<file path="src/rtl/pipe_stage_fifo.sv">
// Valid/ready pipeline stage holding up to DEPTH payloads, with flush-on-redirect
// and optional enqueue-while-full when the head leaves in the same cycle.
module pipe_stage_fifo #(
   parameter int WIDTH      = 32,
   parameter int DEPTH      = 2,
   parameter bit READY_PASS = 1'b1,
   parameter int CNT_W      = $clog2(DEPTH + 1)
) (
   input  logic             clk,
   input  logic             reset,
   input  logic             flush_i,
   input  logic             in_valid,
   output logic             in_ready,
   input  logic [WIDTH-1:0] in_data,
   output logic             out_valid,
   input  logic             out_ready,
   output logic [WIDTH-1:0] out_data,
   output logic [CNT_W-1:0] count,
   output logic             full,
   output logic             empty
);

   // Handshake: a transfer happens on a rising edge exactly when valid && ready
   // are both high on that side; valid never waits on ready. in_ready ignores
   // flush_i, but any enqueue offered while flushing is dropped.

   localparam int PTR_W = (DEPTH > 1) ? $clog2(DEPTH) : 1;
   localparam logic [PTR_W-1:0] LAST_PTR = PTR_W'(DEPTH - 1);
   localparam logic [CNT_W-1:0] FULL_CNT = CNT_W'(DEPTH);

   logic [WIDTH-1:0] mem [DEPTH];
   logic [PTR_W-1:0] rp;
   logic [PTR_W-1:0] wp;
   logic [PTR_W-1:0] rp_next;
   logic [PTR_W-1:0] wp_next;
   logic [CNT_W-1:0] count_next;
   logic             enq;
   logic             deq;

   assign full      = (count == FULL_CNT);
   assign empty     = (count == '0);
   assign out_valid = !empty && !flush_i;
   assign out_data  = out_valid ? mem[rp] : '0;
   assign in_ready  = !full || (READY_PASS && out_ready && out_valid);

   assign enq = in_valid && in_ready && !flush_i;
   assign deq = out_valid && out_ready;

   // Pointers wrap explicitly so DEPTH need not be a power of two.
   always_comb begin
      rp_next    = rp;
      wp_next    = wp;
      count_next = count;
      if (deq) begin
         rp_next = (rp == LAST_PTR) ? '0 : rp + PTR_W'(1);
      end
      if (enq) begin
         wp_next = (wp == LAST_PTR) ? '0 : wp + PTR_W'(1);
      end
      case ({enq, deq})
         2'b10:   count_next = count + CNT_W'(1);
         2'b01:   count_next = count - CNT_W'(1);
         default: count_next = count;
      endcase
   end

   always_ff @(posedge clk) begin
      if (reset || flush_i) begin
         rp    <= '0;
         wp    <= '0;
         count <= '0;
      end else begin
         rp    <= rp_next;
         wp    <= wp_next;
         count <= count_next;
      end
   end

   // Storage is never cleared; occupancy alone decides what is visible.
   always_ff @(posedge clk) begin
      if (!reset && enq) begin
         mem[wp] <= in_data;
      end
   end

endmodule

</file>
<file path="config.mk">
export PLATFORM = sky130hd
export DESIGN_NAME = pipe_stage_fifo
export DESIGN_NICKNAME = d
export VERILOG_FILES = /design/src/rtl/pipe_stage_fifo.sv
export SDC_FILE = /design/constraint.sdc
export NUM_CORES = 1
export LEC_CHECK = 0
export CAP_MARGIN = 5
export CORE_ASPECT_RATIO = 1.5
export CORE_UTILIZATION = 35
export DETAILED_ROUTE_END_ITERATION = 10
export GPL_TIMING_DRIVEN = 0
export PLACE_DENSITY = 0.73
export REMOVE_ABC_BUFFERS = 1
export SLEW_MARGIN = 20
export SYNTH_ARGS = -nofsm -noshare
export SYNTH_HDL_FRONTEND = slang
export SYNTH_SLANG_ARGS = --single-unit
</file>
<file path="constraint.sdc">
create_clock -name clk -period 3.7 [get_ports clk]
set_input_delay 1.11 -clock clk [delete_from_list [all_inputs] [get_ports clk]]
set_output_delay 1.11 -clock clk [all_outputs]
set_load 0.1 [all_outputs]
</file>
==> out/qor.yml, run 1 <==
status:
  status: "completed"
power_and_ir_drop:
  p_switching_mw: 0.3718
  seq_power_share_pct: 50.1
  pwr-share-clk_pct: 41.3
  p_leak_nw: 1.306
  p_per_area_nw_per_um2: 449.1
  p_sw_share_pct: 21.45
  irDropWorstVdd_mv: 0.2456
  power_mw: 1.734
  power.internal_mw: 1.362
  comb_power_share_pct: 8.6
placement:
  place_congestion: 0.6285
  post_dp_cell_area_um2: 3681
  place_hpwl_um: 3395
  place.port_buffers: 74
synth:
  synthCells: 167
  ys_top_cells_by_area: "edfxtp_1 70%, mux2i_1 12%, dfxtp_1 3.6%"
  synth_top_area_share_pct: 69.60
  synth_flop_cell: "edfxtp_1"
  yosysMostFrequentCell: "edfxtp_1"
  synth-async-reset-ratio_pct: 0
  synth-edff-count: 64
  postSynthAreaPerCell_um2: 16.54
  synth_seq_cells: 69
  synth_warnings: 0
  yosysTopAreaCell: "edfxtp_1"
  yosysSeqAreaShare_pct: 73.22
  synth_common_cells: "64 x edfxtp_1, 33 x mux2i_1, 26 x nor2_1"
  ys_types: 22
  syn_area_um2: 2761
floorplan:
  core.rowCount: 39
  start_util_pct: 36.28
  die_area_um2: 8256
  core_region_area_um2: 7612
  die_h_um: 110.8
  die_width_um: 74.53
  ioPinCount: 75
final_layout:
  layout-drive-gt1-share_pct: 25.59
  n_antenna_cell: 0
  area_delta_synth_final_pct: 39.83
  finalNetCount: 288
  fin_area_um2: 3861
  nFillCells: 662
clocking:
  cts_inserted_buffers: 9
  clkSlewWorstSetupHoldPaths_ns: 0.05
  cts_root_buf: "clkbuf_16"
  cts_tree: "yes"
  clock-sinks: 69
  worst_skew_pair.late_latency_ns: 0.32
  ctsHtreeMaxLevel: 3
  clk_path_buf_depth: 2
  ctsHoldBuffers: 0
route:
  drt-wirelength-per-cell_um: 14.51
  drtAntennaViolNets: 0
  drt-initial-drc-count: 51
  wirelength_um: 5165
  num_vias: 1599
  drc: 0
  first_pass_iters: 3
  vias_per_cell: 4.492
sta:
  setup_viol_count_final: 0
  tns_ns: 0
  max_clock_freq_mhz: 277.4
  slew_headroom_pct: 35.03
  min_period_over_period_pct: 97.43
  fin_crit_ns: 3.605
  holdWs_ns: 0.5032
  slew_violations: 0
  worst_slew_pin_slew_ns: 0.9716
  grt_setup_unrepaired: "no"
  hold_viol: 0
  fin_skew_ns: 0.006710
global_route:
  grt_pass1_vias: 1615
  grt_max_degree: 21
  antenna_found_initial: 0
  grt_pass1_wl_um: 8197
  grt.total_usage_pct: 14.22
  grt_overflow: 0
worst_setup_path:
  cp_slowest_stage_delay_ns: 0.55
  critical_path_peak_fanout: 8
  endpoint_kind: "output port"
  crit_required_ns: 2.59
  cp.arrival_ns: 2.49
  critical_path_class: "in -> out"
  crit_path_top_delay_cell: "clkdlybuf4s18_2"
  path_cells: "dlygate4sd2_1 -> or2_4 -> nor2_1 -> clkdlybuf4s18_2"
  crit_family: "buffers and inverters"
  critPathLaunchType: "input port"
  cp_num_buf_inv: 2
min_path:
  hold_class: "reg -> reg"
job:
  drv_cap: 0
-- final cells by class --
type / count / area (um2) / share of cell area (%)
clock buffers: 11 / 232.7 / 6.027
clock inverters: 4 / 16.27 / 0.4213
inverters: 3 / 11.26 / 0.2916
multi-input cells: 88 / 681.9 / 17.66
flip-flops and latches: 69 / 2023 / 52.40
well taps: 102 / 127.6 / 3.305
repair buffers: 79 / 768.2 / 19.90
-- power groups by stage --
stage	registers [mW]	clock network, mW	logic, mW
detailed placement	0.884	0	0.152
global route	0.868	0.775	0.158
CTS	0.868	0.741	0.151
finish	0.868	0.716	0.149
floorplan	0.888	0	0.0760
global placement	0.885	0	0.142
-- layout by cell type (no fill, tap or decap) --
master           netlist  routed
xor2_1                 2       2
buf_12                 0       1
a21boi_1               1       1
buf_8                  1       2
edfxtp_1              64      64
dfxtp_2                0       1
o21ai_0                3       3
dfxtp_1                5       4
ha_1                   1       1
clkinv_1               0       3
clkinv_2               0       1
buf_4                  0      18
nor3b_4                0       1
clkdlybuf4s18_2        0       1
buf_2                  4       8
dlygate4sd2_1          0       1
nor2_1                26      25
nor3_1                 3       3
or2_4                  0       1
nor2b_2                1       1
a211o_1                1       1
xnor2_1                1       1
nor2_4                 8       9
buf_6                  3       1
clkdlybuf4s15_2        0       6
mux2i_1               33      33
clkdlybuf4s50_1        0      39
buf_16                 0       2
nor2_2                 2       2
or2_2                  0       1
clkbuf_1               0       2
inv_1                  3       3
or3_1                  2       2
nand2_1                1       1
clkbuf_16              0       9
-- sequential cells by signal (all words and copies together) (netlist names), named ones only --
register and cells:
count 2, mem 64, rp 1, wp 1
-- layer usage --
| metal | routed length, um | global-route usage [%] | up-vias |
|---|---|---|---|
| met4 | 138 | 9.434 | 0 |
| met3 | 288 | 3.636 | 10 |
| li1 | - | - | 781 |
| met5 | 0 | 0 | - |
| met2 | 2782 | 22.76 | 43 |
| met1 | 1956 | 16.19 | 765 |
-- stage by stage --
stage / util [%] / setup slack (ns) / std cells
after CTS: 50.72 / 0.08450 / 356
after floorplan: - / -2.083 / 159
after global placement: 46.78 / -1.777 / 335
after detailed placement: 48.36 / -1.219 / 340
after global routing: 50.72 / 0.006837 / 356
final: 50.72 / 0.09505 / 356
-- worst paths after layout --
path | startpoint | endpoint | slack [ns] | cells after the start
setup / recovery | flush_i | out_data[5] | 0.1 | 4
hold / removal | wp | wp | 0.50 | 2
setup reg to reg | count[0] | mem[1][19] | 1.60 | 4
hold reg to reg | wp | wp | 0.50 | 2
-- logic make-up (layout without fill, tap and decap cells) --
kind of cell / after synthesis / count (layout) / synth area share, %
mux: 33 / 33 / 11.96
fa+ha+maj: 1 / 1 / 0.4530
xor+xnor: 3 / 3 / 0.9517
simple gates: 45 / 46 / 9.379
buf+inv: 11 / 97 / 2.900
compound gates: 5 / 5 / 1.133
flops: 69 / 69 / 73.22
-- worst register-to-register path: cells and delay by family, from the launching register on --
family,cells,cell delay (ns)
AOI/OAI and AO/OA,1,0.42
buffers and inverters,1,0.25
DFF,1,0.48
and+or+nand+nor,2,0.65
-- timing repair --
action                                  in CTS  in global routing
gates resized for setup                    180                  0
endpoints found under the setup margin      34                  0
setup buffers                                0                  0
Power figures use the tool's default switching activity.
==> run 2, diff against run 1 <==
- CELL_PAD_IN_SITES_DETAIL_PLACEMENT: unset -> 1
- CELL_PAD_IN_SITES_GLOBAL_PLACEMENT: unset -> 1
- PLACE_DENSITY: 0.73 -> 0.84
- SKIP_CTS_REPAIR_TIMING: unset -> 1
==> out/qor.yml, run 2 (synthesis results as in run 1) <==
floorplan:
  die_width_um: 74.53  # unchanged
  core_region_area_um2: 7612  # unchanged
  ioPinCount: 75  # unchanged
  core.rowCount: 39  # unchanged
  die_h_um: 110.8  # unchanged
  start_util_pct: 36.28  # unchanged
  die_area_um2: 8256  # unchanged
route:
  vias_per_cell: 4.584  # was 4.492
  drt-wirelength-per-cell_um: 16.04  # was 14.51 um
  drt-initial-drc-count: 72  # was 51
  wirelength_um: 5709  # was 5165 um
  num_vias: 1632  # was 1599
  drtAntennaViolNets: 0  # unchanged
  drc: 0  # unchanged
  first_pass_iters: 2  # was 3
global_route:
  antenna_found_initial: 0  # unchanged
  grt_pass1_wl_um: 8459  # was 8197 um
  grt.total_usage_pct: 14.47  # was 14.22%
  grt_pass1_vias: 1721  # was 1615
  grt_max_degree: 25  # was 21
  grt_overflow: 0  # unchanged
sta:
  tns_ns: 0  # unchanged
  min_period_over_period_pct: 92.11  # was 97.43%
  setup_slack_ns: 0.2920  # was 0.09505 ns
  fin_crit_ns: 3.408  # was 3.605 ns
  fin_skew_ns: 0.004504  # was 0.006710 ns
  slew_violations: 0  # unchanged
  hold_viol: 0  # unchanged
  max_clock_freq_mhz: 293.4  # was 277.4 MHz
  grt_setup_unrepaired: "no"  # unchanged
  slew_headroom_pct: 34.87  # was 35.03%
  setup_viol_count_final: 0  # unchanged
  worst_slew_pin_slew_ns: 0.9740  # was 0.9716 ns
  holdWs_ns: 0.4885  # was 0.5032 ns
job:
  drv_cap: 0  # unchanged
final_layout:
  n_antenna_cell: 0  # unchanged
  fin_area_um2: 3920  # was 3861 um2
  finalNetCount: 288  # unchanged
  final_cells: 356  # unchanged
  nFillCells: 762  # was 662
  area_delta_synth_final_pct: 41.96  # was 39.83%
  final_cell_mix: "64 x edfxtp_1, 39 x clkdlybuf4s50_1, 33 x mux2i_1"  # unchanged
  largest_register_ffs: 64  # unchanged
  regMostFlops: "mem"  # unchanged
  fin_util_pct: 51.50  # was 50.72%
  reg_top3: "mem x64, count x2"  # unchanged
  final_common_cell: "edfxtp_1"  # unchanged
  layout-drive-gt1-share_pct: 26.77  # was 25.59%
clocking:
  worst_skew_pair.late_latency_ns: 0.32  # about the same
  clk_path_buf_depth: 2  # unchanged
  cts_tree: "yes"  # unchanged
  clkSlewWorstSetupHoldPaths_ns: 0.05  # about the same
  ctsHtreeMaxLevel: 3  # unchanged
  cts_root_buf: "clkbuf_16"  # unchanged
  cts_inserted_buffers: 9  # unchanged
  clock-sinks: 69  # unchanged
power_and_ir_drop:
  p_leak_nw: 1.337  # was 1.306 nW
  power_mw: 1.889  # was 1.734 mW
  p_per_area_nw_per_um2: 481.8  # was 449.1 nW/um2
  irDropWorstVdd_mv: 0.3571  # was 0.2456 mV
worst_setup_path:
  path_cells: "clkdlybuf4s50_1 -> inv_1 -> o21ai_0 -> clkbuf_2"  # was dlygate4sd2_1 -> or2_4 -> nor2_1 -> clkdlybuf4s18_2
  critPathLaunchType: "input port"  # unchanged
  crit_path_top_delay_cell: "clkbuf_2"  # was clkdlybuf4s18_2
  cp_slowest_stage_delay_ns: 0.48  # was 0.55 ns
  crit_required_ns: 2.59  # about the same
  critical_path_class: "in -> out"  # unchanged
  cp.arrival_ns: 2.30  # was 2.49 ns
  critical_path_peak_fanout: 3  # was 8
  endpoint_kind: "output port"  # unchanged
placement:
  place_congestion: 0.6697  # was 0.6285
  dp.cells: 340  # unchanged
  place_ws_ns: -1.148  # was -1.219 ns
  post_dp_cell_area_um2: 3686  # was 3681 um2
  place_hpwl_um: 3974  # was 3395 um
  place.port_buffers: 74  # unchanged
min_path:
  hold_class: "reg -> reg"  # unchanged
status:
  status: "completed"  # unchanged
==> run 2: changes by cell type in the layout (fill, tap and decap cells not counted), moves of 2 or more <==
| cell | delta |
|---|---|
| clkdlybuf4s15_2 | -6 |
| buf_2 | -8 |
| clkbuf_2 | +5 |
| bufinv_16 | +2 |
| clkinv_1 | -2 |
| buf_4 | -11 |
| clkbuf_4 | +18 |
| buf_6 | +3 |
==> run 2: worst max-delay path, delay by kind of cell <==
family,cells,cell delay (ns)
AOI/OAI and AO/OA,1,0.16
buffers and inverters,3,1.02
==> run 2: cell type report <==
type                            count  area [um2]  area share, %
Clock inverter                      5       76.32          1.947
Sequential cell                    69        2023          51.61
Inverter                            3       11.26         0.2873
Clock buffer                       10       229.0          5.841
Multi-Input combinational cell     88       681.9          17.40
Tap cell                          102       127.6          3.256
Timing Repair Buffer               79       770.7          19.66
==> run 2: path summary, 6_finish.rpt <==
check,slack (ns),cells after the start,end,from
worst min register to register,0.49,2,wp,wp
worst max-delay path,0.29,4,in_ready,out_ready
worst min-delay path,0.49,2,wp,wp
worst max register to register,1.64,4,mem[1][6],count[0]
==> run 2: power breakdown <==
part	switching, mW	internal (mW)
Sequential	0.00446	0.863
Combinational	0.0930	0.0582
Clock	0.288	0.582
==> run 2: routing by layer <==
layer / wire length [um] / track usage [%] / share of wire (%)
met1: 2232 / 14.70 / 39
met2: 3066 / 25.17 / 54
met5: 0 / 0 / 0
met4: 110 / 6.918 / 1.9
met3: 299 / 5.273 / 5.2
==> run 3, diff against run 2 <==
- CTS_CLUSTER_SIZE: unset -> 8
- TNS_END_PERCENT: unset -> 30
- clock period: 3.7 -> 3.6 ns (I/O delays scaled with it)
==> results of run 3 <==
Same layout as run 2 (identical final DEF). Status: completed.
Main changes from that run: setup slack after placement -1.148 ns -> -1.188 ns; setup slack after layout 0.2920 ns -> 0.2520 ns; register-to-register setup slack 1.64 ns -> 1.54 ns; total power 1.889 mW -> 1.941 mW; worst IR drop on VDD 0.3571 mV -> 0.3670 mV
